**src/rtl/phys_free_list_if.sv**
```systemverilog
// Rename-side handshake bundle for the physical-tag free list.
// The master is the rename/retire logic; the slave is the free list itself.
interface phys_free_list_if #(
  parameter int TAG_W = 6
);
  logic             stall;
  logic             alloc_req;
  logic [TAG_W-1:0] alloc_tag;
  logic             alloc_gnt;
  logic             free_valid;
  logic [TAG_W-1:0] free_tag;
  logic             commit_alloc;
  logic             flush;
  logic             empty;
  logic [TAG_W-1:0] count;
  logic             overflow;

  modport master (
    output stall, alloc_req, free_valid, free_tag, commit_alloc, flush,
    input  alloc_tag, alloc_gnt, empty, count, overflow
  );

  modport slave (
    input  stall, alloc_req, free_valid, free_tag, commit_alloc, flush,
    output alloc_tag, alloc_gnt, empty, count, overflow
  );
endinterface

```
**src/rtl/phys_free_list.sv**
```systemverilog
// Circular free list of physical register tags with a speculative head for
// allocation and a committed head so a flush can reclaim squashed tags at once.
module phys_free_list #(
  parameter int DEPTH = 32,
  parameter int TAG_W = 6
) (
  input  logic          clk,
  input  logic          reset,
  phys_free_list_if.slave fl
);
  localparam int IDX_W = $clog2(DEPTH);
  localparam int PTR_W = IDX_W + 1;
  localparam logic [PTR_W-1:0] PTR_ONE  = PTR_W'(1);
  localparam logic [PTR_W-1:0] PTR_FULL = PTR_W'(DEPTH);

  logic [TAG_W-1:0] mem_q [DEPTH];
  logic [PTR_W-1:0] spec_head_q, spec_head_d;
  logic [PTR_W-1:0] commit_head_q, commit_head_d;
  logic [PTR_W-1:0] tail_q, tail_d;
  logic             overflow_q, overflow_d;

  logic [PTR_W-1:0] spec_count;
  logic [PTR_W-1:0] commit_count;
  logic             empty;
  logic             alloc_gnt;
  logic             free_live;
  logic             free_ok;
  logic             free_drop;
  logic             commit_ok;
  logic             commit_drop;

  // Pointer differences are modulo 2^PTR_W; the wrap bit separates full from empty.
  assign spec_count   = tail_q - spec_head_q;
  assign commit_count = tail_q - commit_head_q;
  assign empty        = (spec_count == '0);
  assign alloc_gnt    = fl.alloc_req & ~fl.stall & ~fl.flush & ~empty;

  assign fl.empty     = empty;
  assign fl.count     = TAG_W'(spec_count);
  assign fl.alloc_gnt = alloc_gnt;
  assign fl.alloc_tag = mem_q[spec_head_q[IDX_W-1:0]];
  assign fl.overflow  = overflow_q;

  // Tag 0 backs r0, which is never remapped, so a returned 0 is simply ignored.
  assign free_live   = fl.free_valid & (fl.free_tag != '0);
  assign free_ok     = free_live & (commit_count != PTR_FULL);
  assign free_drop   = free_live & (commit_count == PTR_FULL);
  assign commit_ok   = fl.commit_alloc & (commit_head_q != spec_head_q);
  assign commit_drop = fl.commit_alloc & (commit_head_q == spec_head_q);

  always_comb begin
    commit_head_d = commit_head_q;
    spec_head_d   = spec_head_q;
    tail_d        = tail_q;
    overflow_d    = overflow_q | free_drop | commit_drop;

    if (commit_ok) begin
      commit_head_d = commit_head_q + PTR_ONE;
    end
    if (free_ok) begin
      tail_d = tail_q + PTR_ONE;
    end
    // Flush rewinds to the committed head including this cycle's commit.
    if (fl.flush) begin
      spec_head_d = commit_head_d;
    end else if (alloc_gnt) begin
      spec_head_d = spec_head_q + PTR_ONE;
    end
  end

  always_ff @(posedge clk) begin
    if (reset) begin
      spec_head_q   <= '0;
      commit_head_q <= '0;
      tail_q        <= PTR_FULL;
      overflow_q    <= 1'b0;
      for (int i = 0; i < DEPTH; i++) begin
        mem_q[i] <= TAG_W'(DEPTH + i);
      end
    end else begin
      spec_head_q   <= spec_head_d;
      commit_head_q <= commit_head_d;
      tail_q        <= tail_d;
      overflow_q    <= overflow_d;
      if (free_ok) begin
        mem_q[tail_q[IDX_W-1:0]] <= fl.free_tag;
      end
    end
  end
endmodule

```
**src/flat_wrapper.sv**
```systemverilog
// flat-port wrapper written by rule: the top's interface ports become plain ports
module phys_free_list_flat 
#(
  parameter int DEPTH = 32,
  parameter int TAG_W = 6
)
  (clk, reset, fl_stall, fl_alloc_req, fl_free_valid, fl_free_tag, fl_commit_alloc, fl_flush, fl_alloc_tag, fl_alloc_gnt, fl_empty, fl_count, fl_overflow);
  phys_free_list_if #(.TAG_W(TAG_W)) fl_i ();
  input  logic clk;
  input  logic reset;
  input wire logic [$bits(fl_i.stall)-1:0] fl_stall;
  input wire logic [$bits(fl_i.alloc_req)-1:0] fl_alloc_req;
  input wire logic [$bits(fl_i.free_valid)-1:0] fl_free_valid;
  input wire logic [$bits(fl_i.free_tag)-1:0] fl_free_tag;
  input wire logic [$bits(fl_i.commit_alloc)-1:0] fl_commit_alloc;
  input wire logic [$bits(fl_i.flush)-1:0] fl_flush;
  output wire logic [$bits(fl_i.alloc_tag)-1:0] fl_alloc_tag;
  output wire logic [$bits(fl_i.alloc_gnt)-1:0] fl_alloc_gnt;
  output wire logic [$bits(fl_i.empty)-1:0] fl_empty;
  output wire logic [$bits(fl_i.count)-1:0] fl_count;
  output wire logic [$bits(fl_i.overflow)-1:0] fl_overflow;
  assign fl_i.stall = fl_stall;
  assign fl_i.alloc_req = fl_alloc_req;
  assign fl_i.free_valid = fl_free_valid;
  assign fl_i.free_tag = fl_free_tag;
  assign fl_i.commit_alloc = fl_commit_alloc;
  assign fl_i.flush = fl_flush;
  assign fl_alloc_tag = fl_i.alloc_tag;
  assign fl_alloc_gnt = fl_i.alloc_gnt;
  assign fl_empty = fl_i.empty;
  assign fl_count = fl_i.count;
  assign fl_overflow = fl_i.overflow;
  phys_free_list #(.DEPTH(DEPTH), .TAG_W(TAG_W)) u_core (.clk(clk), .reset(reset), .fl(fl_i));
endmodule
```
**config.mk**
```make
export PLATFORM = sky130hd
export DESIGN_NAME = phys_free_list_flat
export DESIGN_NICKNAME = d
export VERILOG_FILES = /design/src/rtl/phys_free_list_if.sv /design/src/rtl/phys_free_list.sv /design/src/flat_wrapper.sv
export SDC_FILE = /design/constraint.sdc
export NUM_CORES = 1
export LEC_CHECK = 0
export CORE_UTILIZATION = 45
export CTS_BUF_LIST = sky130_fd_sc_hd__clkbuf_2
export DETAILED_ROUTE_END_ITERATION = 8
export GPL_ROUTABILITY_DRIVEN = 0
export MAX_ROUTING_LAYER = met4
export SLEW_MARGIN = 10
export SYNTH_ARGS = -nofsm -noshare
export SYNTH_HDL_FRONTEND = slang
export SYNTH_SLANG_ARGS = --single-unit
export TNS_END_PERCENT = 100
```
**constraint.sdc**
```tcl
create_clock -name clk -period 2.9 [get_ports clk]
set_input_delay 0.29 -clock clk [delete_from_list [all_inputs] [get_ports clk]]
set_output_delay 0.29 -clock clk [all_outputs]
set_load 0.05 [all_outputs]
```
==> After elaboration in Yosys (flattened, before gate mapping) <==
Memories as Yosys holds them, arrays and structs flattened. A register that Yosys moved wholly into a read port is not among the register bits.
Index checks and enable logic that the tools add are counted.
{ "word_totals": {"regBits": 19, "ram_bits": 192, "inputBits": 13, "output_inout_bits": 15, "n_memories": 1} }
{ "mem_list": {"columns": ["name", "words", "word_bits", "read_ports", "rd_ports_with_merged_regs", "wr", "line_no", "source"], "rows": [
  ["u_core.mem_q", 32, 6, 1, 1, 32, "phys_free_list.sv:16", "logic [TAG_W-1:0] mem_q [DEPTH];"]
]} }
{ "classes": {"n_addsub": 5, "eq_ne": 4, "n_mux": 13, "bitwise_logic": 13, "n_reduce_logical": 4} }
{ "op_table": {"columns": ["operator", "count"], "rows": [
  ["6-bit two-way mux", 4],
  ["6-bit by 1-bit adder with 6-bit output, second input constant", 3],
  ["5-bit two-way mux", 3],
  ["6-bit subtractor", 2],
  ["1-bit AND", 8],
  ["6-bit == test", 1],
  ["6-bit == test, second input constant", 1],
  ["6-bit zero test", 1],
  ["1-bit two-way mux", 6],
  ["6-bit inequality test", 1],
  ["6-bit inequality test, second input constant", 1],
  ["6-bit nonzero test", 1],
  ["6-bit OR reduction", 1],
  ["1-bit NOT", 3],
  ["1-bit OR", 2],
  ["2-bit nonzero test", 1]
]} }

==> Depth between registers and ports, before layout <==
{ "logic_depth": {"word_depth": 8, "ltp_mapped": 11, "mapped_depth_nobuf": 10} }

==> Least setup slack after synthesis <==
OpenSTA, ideal clock, no wires.
{ "synth_path": {"kind": "register -> output", "start": "reg u_core.tail_q[0]", "end": "out fl_alloc_gnt", "t_arrival_ps": 3171, "path_slack_ps": -561, "stages_incl_launch_ff": 11, "path_cell_list": "dfxtp_1 > inv_1 > ha_1 > inv_1 > fa_1 > xor2_1 > nor4b_1 > mux2i_1 > o41ai_2 > buf_4 > nor2_1"} }
{ "synth_via": {"elab_chain_cells": 4} }
{ "synth_rtl": {"columns": ["element", "line_no", "source"], "rows": [
  ["start, declared", "phys_free_list.sv:19", "logic [PTR_W-1:0] tail_q, tail_d;"],
  ["start signal, assigned", "phys_free_list.sv:83", "tail_q <= tail_d;"],
  ["6-bit subtractor", "phys_free_list.sv:33", "assign spec_count = tail_q - spec_head_q;"],
  ["net fl_count[2]", "flat_wrapper.sv:20", "output wire logic [$bits(fl_i.count)-1:0] fl_count;"],
  ["6-bit zero test", "phys_free_list.sv:35", "assign empty = (spec_count == '0);"],
  ["1-bit NOT", "phys_free_list.sv:36", "assign alloc_gnt = fl.alloc_req & ~fl.stall & ~fl.flush & ~empty;"],
  ["1-bit AND", "phys_free_list.sv:36", null],
  ["end, declared", "flat_wrapper.sv:18", "output wire logic [$bits(fl_i.alloc_gnt)-1:0] fl_alloc_gnt;"]
]} }
The timed path passes the listed nets, and every way through them passes these cells.

==> out/results.txt <==
Outcome - complete, but fails checks
Failing checks - negative setup slack
Logic pwr share - 0.252
Final worst setup slack - -453 ps
Initial Util - 0.459
Initial antenna violation count - 1
Sequential share of the synthesized area - 0.600
Int Pwr - 5130 uW
Fin. Hold Viols - 0
PwrDens - 625 nW/um^2
Fraction of layout cells with a size suffix above 1 - 0.298
Post-synth cell types - 52
Num CTS Buffers - 56
CTS clk-pin slew, worst paths - 100 ps
Top FF cell, synth - edfxtp_1
Clock latency at the later pin of the worst-skew pair - 840 ps
Min Clock Period, post-route - 3350 ps
Number of synthesized flops with an enable pin - 192
Compound-Gate Fraction of Synth Area - 0.0426
Clock share of power - 0.279
Row cnt - 55
Largest net degree at the start of global routing - 49
Total die area - 23,700 sq um
Largest area contributor in the netlist - edfxtp_1
Main combinational cell family by area after synthesis - simple AND/OR/NAND/NOR gates
Port bufs - 27
Reg power frac - 0.469
Commonest cells post-synth - edfxtp_1, or3_1, mux4_2
Die Width - 154 microns
Slew HR - 0.540
Ys Warns - 0
Switch share - 0.318
Post-layout net count - 879
Max clock buf depth - 3
Die Y - 154 microns
Max-Cap Viols - 0
Number of global-route vias before repair - 7,005
RSZ-0062 raised after global routing - true
# setup viols final - 8
Kind of critical path - flip-flop to primary output
CP arrival - 3060 ps
Htree depth - 2
Fill cells - 1,874
Setup crit start kind - flip-flop
Mux cell area share after synthesis - 0.139
Net Switching - 2390 uW
DP Wirelength - 17,000 microns
Slew @ Worst Pin - 689 ps
Via density - 5.90
Critical path capture point type - primary output
Synth top area cells - edfxtp_1, mux4_2, dfxtp_1
Adder-cell area share of the yosys netlist - 0.0212
#FFs+latches synth - 216
Design area - 12,000 sq um
Routed Wire Length - 26,200 microns
Iteration-0 DRC Markers - 644
Drt pass-1 iters - 5
Simple-gate share of the synthesized area - 0.140
Sink Count - 216
Synth top area share - 0.554
Most frequent cell after synthesis - edfxtp_1
Vias - 6,892
Worst Hold Class - primary input to flip-flop
Power consumption - 7520 uW
Routed Antenna Nets - 0
CP required - 2610 ps
Clock skew - 73.9 ps
Syn nets - 804
Post-DP Area - 11,200 sq um
Max frequency - 298 MHz
Peak supply drop - 542 uV
CP max stage cell - mux4_2
Max stage delay on crit path - 560 ps
Final period util - 1.16
XOR/XNOR Fraction of Synth Area - 0.0185
Syn Inst Count - 774
First-pass GRT wire length - 40,400 microns
# IOs - 28
Drt drc - 0
Layout area overhead - 15.7%
Max-slew violations - 0
Setup tns final - -2990 ps
Hold Slack - 133 ps
Crit-path cells - buf_12 -> buf_12 -> mux4_2 -> mux4_2 -> mux2_4 -> buf_6
Total GRT Usage - 0.235
Average cell area after synthesis - 13.4 sq um
CTS tree - yes
Crit Path Max Fanout - 8
Clock root buffer master - clkbuf_2
Core region area - 22,600 sq um
Total leakage power - 0.00365 uW
Mapped cell area - 10,400 sq um
DR WL/cell - 22.4 microns
Synth async-reset ratio - 0
GR Overflow Total - 0
[final timing paths]
kind	from	endpoint	slack [ps]	cells after the start
min reg2reg	u_core.fl.overflow$_SDFF_PP0_	u_core.fl.overflow$_SDFF_PP0_	550	2
max reg2reg	u_core.commit_head_q[2]$_SDFF_PP0_	u_core.mem_q[4][0]$_SDFFCE_PN0P_	150	9
min	fl_free_tag[1]	u_core.mem_q[30][1]$_SDFFCE_PN1P_	130	2
max	flip-flop	fl_alloc_tag[0]	-450	6
[cells by family (layout without fill, tap and decap cells)]
family / count (synthesis) / count (layout)
and+or+nand+nor: 282 / 282
DFF: 216 / 216
buffers and inverters: 96 / 205
AOI/OAI and AO/OA: 72 / 72
muxes: 69 / 69
xor gates and xnor gates: 22 / 22
adders and majority gates: 17 / 17
other: 0 / 1
[critical path: cells and delay by family (launching register included)]
| kind | cells | cell delay (ps) |
|---|---|---|
| mux | 3 | 1410 |
| flops | 1 | 370 |
| buf+inv | 3 | 440 |
[power by group through the flow]
| stage | Combinational, uW | Sequential, uW | Clock [uW] |
|---|---|---|---|
| floorplan | 1070 | 3600 | 0 |
| detailed placement | 1650 | 3610 | 0 |
| global route | 2010 | 3540 | 2280 |
| global placement | 1630 | 3610 | 0 |
| CTS | 1890 | 3530 | 2140 |
| finish | 1890 | 3530 | 2100 |
[layout make-up]
| cell class | instances | area [sq um] | share of cell area |
|---|---|---|---|
| clock inverters | 9 | 71.3 | 0.00592 |
| clock buffers | 83 | 415 | 0.0345 |
| repair buffers | 91 | 950 | 0.0789 |
| diodes | 1 | 2.50 | 0.000208 |
| well taps | 285 | 357 | 0.0296 |
| flip-flops and latches | 216 | 6260 | 0.520 |
| multi-input cells | 462 | 3900 | 0.324 |
| inverters | 22 | 82.6 | 0.00686 |
[metrics by stage]
step / instances / worst slack [ps] / utilization
after CTS: 1166 / -577 / 0.532
final: 1169 / -453 / 0.532
after global routing: 1169 / -561 / 0.532
after detailed placement: 1060 / -40.8 / 0.494
after global placement: 1060 / 62.5 / 0.494
after floorplan: 774 / -294 / -
[sequential cells by signal, summed over array words and instances, names as in the netlist, named ones only]
| name | flops |
|---|---|
| u_core.mem_q | 192 |
| u_core.commit_head_q | 6 |
| u_core.spec_head_q | 6 |
| u_core.tail_q | 6 |
| u_core.fl.overflow | 1 |
[cell usage in the layout, fill, tap and decap left out, types with 6 or more instances in the layout]
cell / count
nand4_1: 10
buf_6: 10
or3_1: 67
a21oi_1: 9
and2_1: 29
inv_1: 17
xnor2_1: 15
mux2_4: 6
mux4_2: 60
edfxtp_1: 192
buf_12: 12
ha_1: 12
clkbuf_2: 85
buf_4: 47
nand2_1: 57
nor3_1: 54
dfxtp_2: 6
nor2_1: 43
o21ai_1: 30
o21ai_0: 8
clkdlybuf4s50_1: 14
dfxtp_1: 15
[what timing repair did]
item,4_1_cts,5_1_grt
gates cloned,3,0
hold buffers,1,0
setup endpoints to repair,19,174
pin swaps,5,6
gates resized for setup,50,43
endpoints found under the hold margin,1,0
setup buffers,10,5
[per-layer routing]
| metal | track usage | vias up | share of wire |
|---|---|---|---|
| li1 | - | 3119 | - |
| met1 | 0.300 | 3467 | 0.42 |
| met2 | 0.377 | 249 | 0.49 |
| met3 | 0.0459 | 57 | 0.062 |
| met4 | 0.0833 | 0 | 0.028 |
| met5 | - | - | 0 |
(Power assumes the default switching activity.)
==> edit, RTL diff (same flow settings) <==
Put a register stage on the output `fl.count`. The value now appears one clock later.
--- a/src/rtl/phys_free_list.sv
+++ b/src/rtl/phys_free_list.sv
@@ -36,7 +36,9 @@
   assign alloc_gnt    = fl.alloc_req & ~fl.stall & ~fl.flush & ~empty;
 
   assign fl.empty     = empty;
-  assign fl.count     = TAG_W'(spec_count);
+  always_ff @(posedge clk) begin
+    fl.count <= TAG_W'(spec_count);
+  end
   assign fl.alloc_gnt = alloc_gnt;
   assign fl.alloc_tag = mem_q[spec_head_q[IDX_W-1:0]];
   assign fl.overflow  = overflow_q;
Function: changed (a bounded check fails within 4 cycles, from zero or initial values and one cycle with reset high).
==> edit against the original RTL <==
  * The flow still finishes with violations (negative setup slack)
  * Non-clock buffer count up 32
  * Total power is 1.2% higher
  * Sequential cell count up 6
  * Global-route usage rose by 0.66 points
  * Sequential power up 4%
  * Fmax increased by 1.3%
  * Design area grew 4.4%
  * Register-to-register slack worse by 0.03 ns
  * Area after synthesis rose by 1.9%
  * Worst setup slack better by 0.043 ns
  * Routed wire length grew 3.9%
  * Critical endpoint is now fl_alloc_tag[1]
  * Largest cell class unchanged
  * Largest power group unchanged
==> edit: results (changes against the original RTL) <==
- Status: finished, violations left
- Failing checks: negative setup slack
- Final Non-Filler Cells: 1,245 (+6.5%)
- Reg-to-reg startpoint: u_core.tail_q[0]
- R2r endpoint: u_core.spec_head_q[3]
- Critical Path End: fl_alloc_tag[1]
- Synth Instances: 778 (+0.52%)
- P_sw: 2.40 mW (+0.21%)
- Synth Area in Compound Gates: 4.86% (+0.60 points)
- Via count: 7,104 (+3.1%)
- DP Wirelength: 17,800 microns (+4.8%)
- Syn_nets: 808 (+0.50%)
- Power per cell area: 606 nW/um^2 (-3.0%)
- Reg2reg path depth: 13 (+4)
- Pre-CTS setup slack: -0.0437 ns (-0.00291 ns)
- Vias in the first global route: 7,312 (+4.4%)
- Nets: 915 (+4.1%)
- Slack of the worst reg-to-reg path: 0.12 ns (-0.03 ns)
- Leakage: 3.91 nW (+7.1%)
- Hold path endpoint: u_core.mem_q[31][1]
- Placed insts: 1,122 (+5.8%)
- Hold WS: 0.199 ns (+0.0663 ns)
- Post-synth top cells: edfxtp_1, or3_1, mux4_2, clkbuf_1, nor3_1
- Sequential share of power: 48.0% (+1.1 points)
- Final setup viols: 8 (unchanged)
- CP max FO: 7 (-1)
- Synth area leaders: edfxtp_1, mux4_2, dfxtp_1
- Worst-margin pin slew: 0.882 ns (+0.193 ns)
- P_clk: 2.09 mW
- Gr usage total: 24.2% (+0.66 points)
- Fillers: 1,899 (+1.3%)
- CTS clock-pin slew for the worst setup and hold paths: 0.12 ns (+0.02 ns)
- DR iter-0 viols: 654 (+1.6%)
- Post-synth cell types: 57 (+9.6%)
- Cts bufs inserted: 56 (unchanged)
- Multiplexer area fraction after synthesis: 13.8% (-0.17 points)
- Setup TNS: -2.99 ns (-0.00612 ns)
- Synth Area in XOR/XNOR: 1.65% (-0.20 points)
- Clk_skew: 0.0626 ns (-0.0113 ns)
- WL final: 27,300 microns (+3.9%)
- Final worst slack: -0.410 ns (+0.0435 ns)
- Adder-Cell Fraction of Synth Area: 2.08% (-0.040 points)
- Share of cells above drive strength 1: 31.7% (+1.9 points)
- Peak VDD IR: 650 uV (+20%)
- First-pass GRT wire length: 42,300 microns (+4.8%)
- Register area share after synthesis: 60.0% (about the same)
## edit: metal layers
metal	share of wire, %	global-route usage (%)	vias up
met5	0	-	-
met4	1.7	7.14	0
met3	8.4	4.60	36
met2	48	37.8	302
met1	42	32.3	3563
li1	-	-	3203
## edit: cell type report
class	count	area (sq um)	area share, %
Tap cell	313	392	3.12
Antenna cell	1	2.50	0.0199
Clock buffer	89	445	3.54
Inverter	23	86.3	0.687
Sequential cell	222	6380	50.7
Timing Repair Buffer	123	1240	9.88
Clock inverter	15	60.1	0.478
Multi-Input combinational cell	459	3960	31.5
## edit: what timing repair did
| item | in CTS | in global routing |
|---|---|---|
| pin swaps | 6 | 6 |
| buffers inserted | 15 | 1 |
| endpoints found under the setup margin | 19 | 83 |
| gates cloned | 4 | 0 |
| resized for setup | 38 | 20 |
## edit: cell families after synthesis
kind of cell | count (synthesis)
DFF | 222
and+or+nand+nor | 276
muxes | 70
adders and majority gates | 17
buffers and inverters | 97
AOI/OAI and AO/OA | 76
xor gates and xnor gates | 20
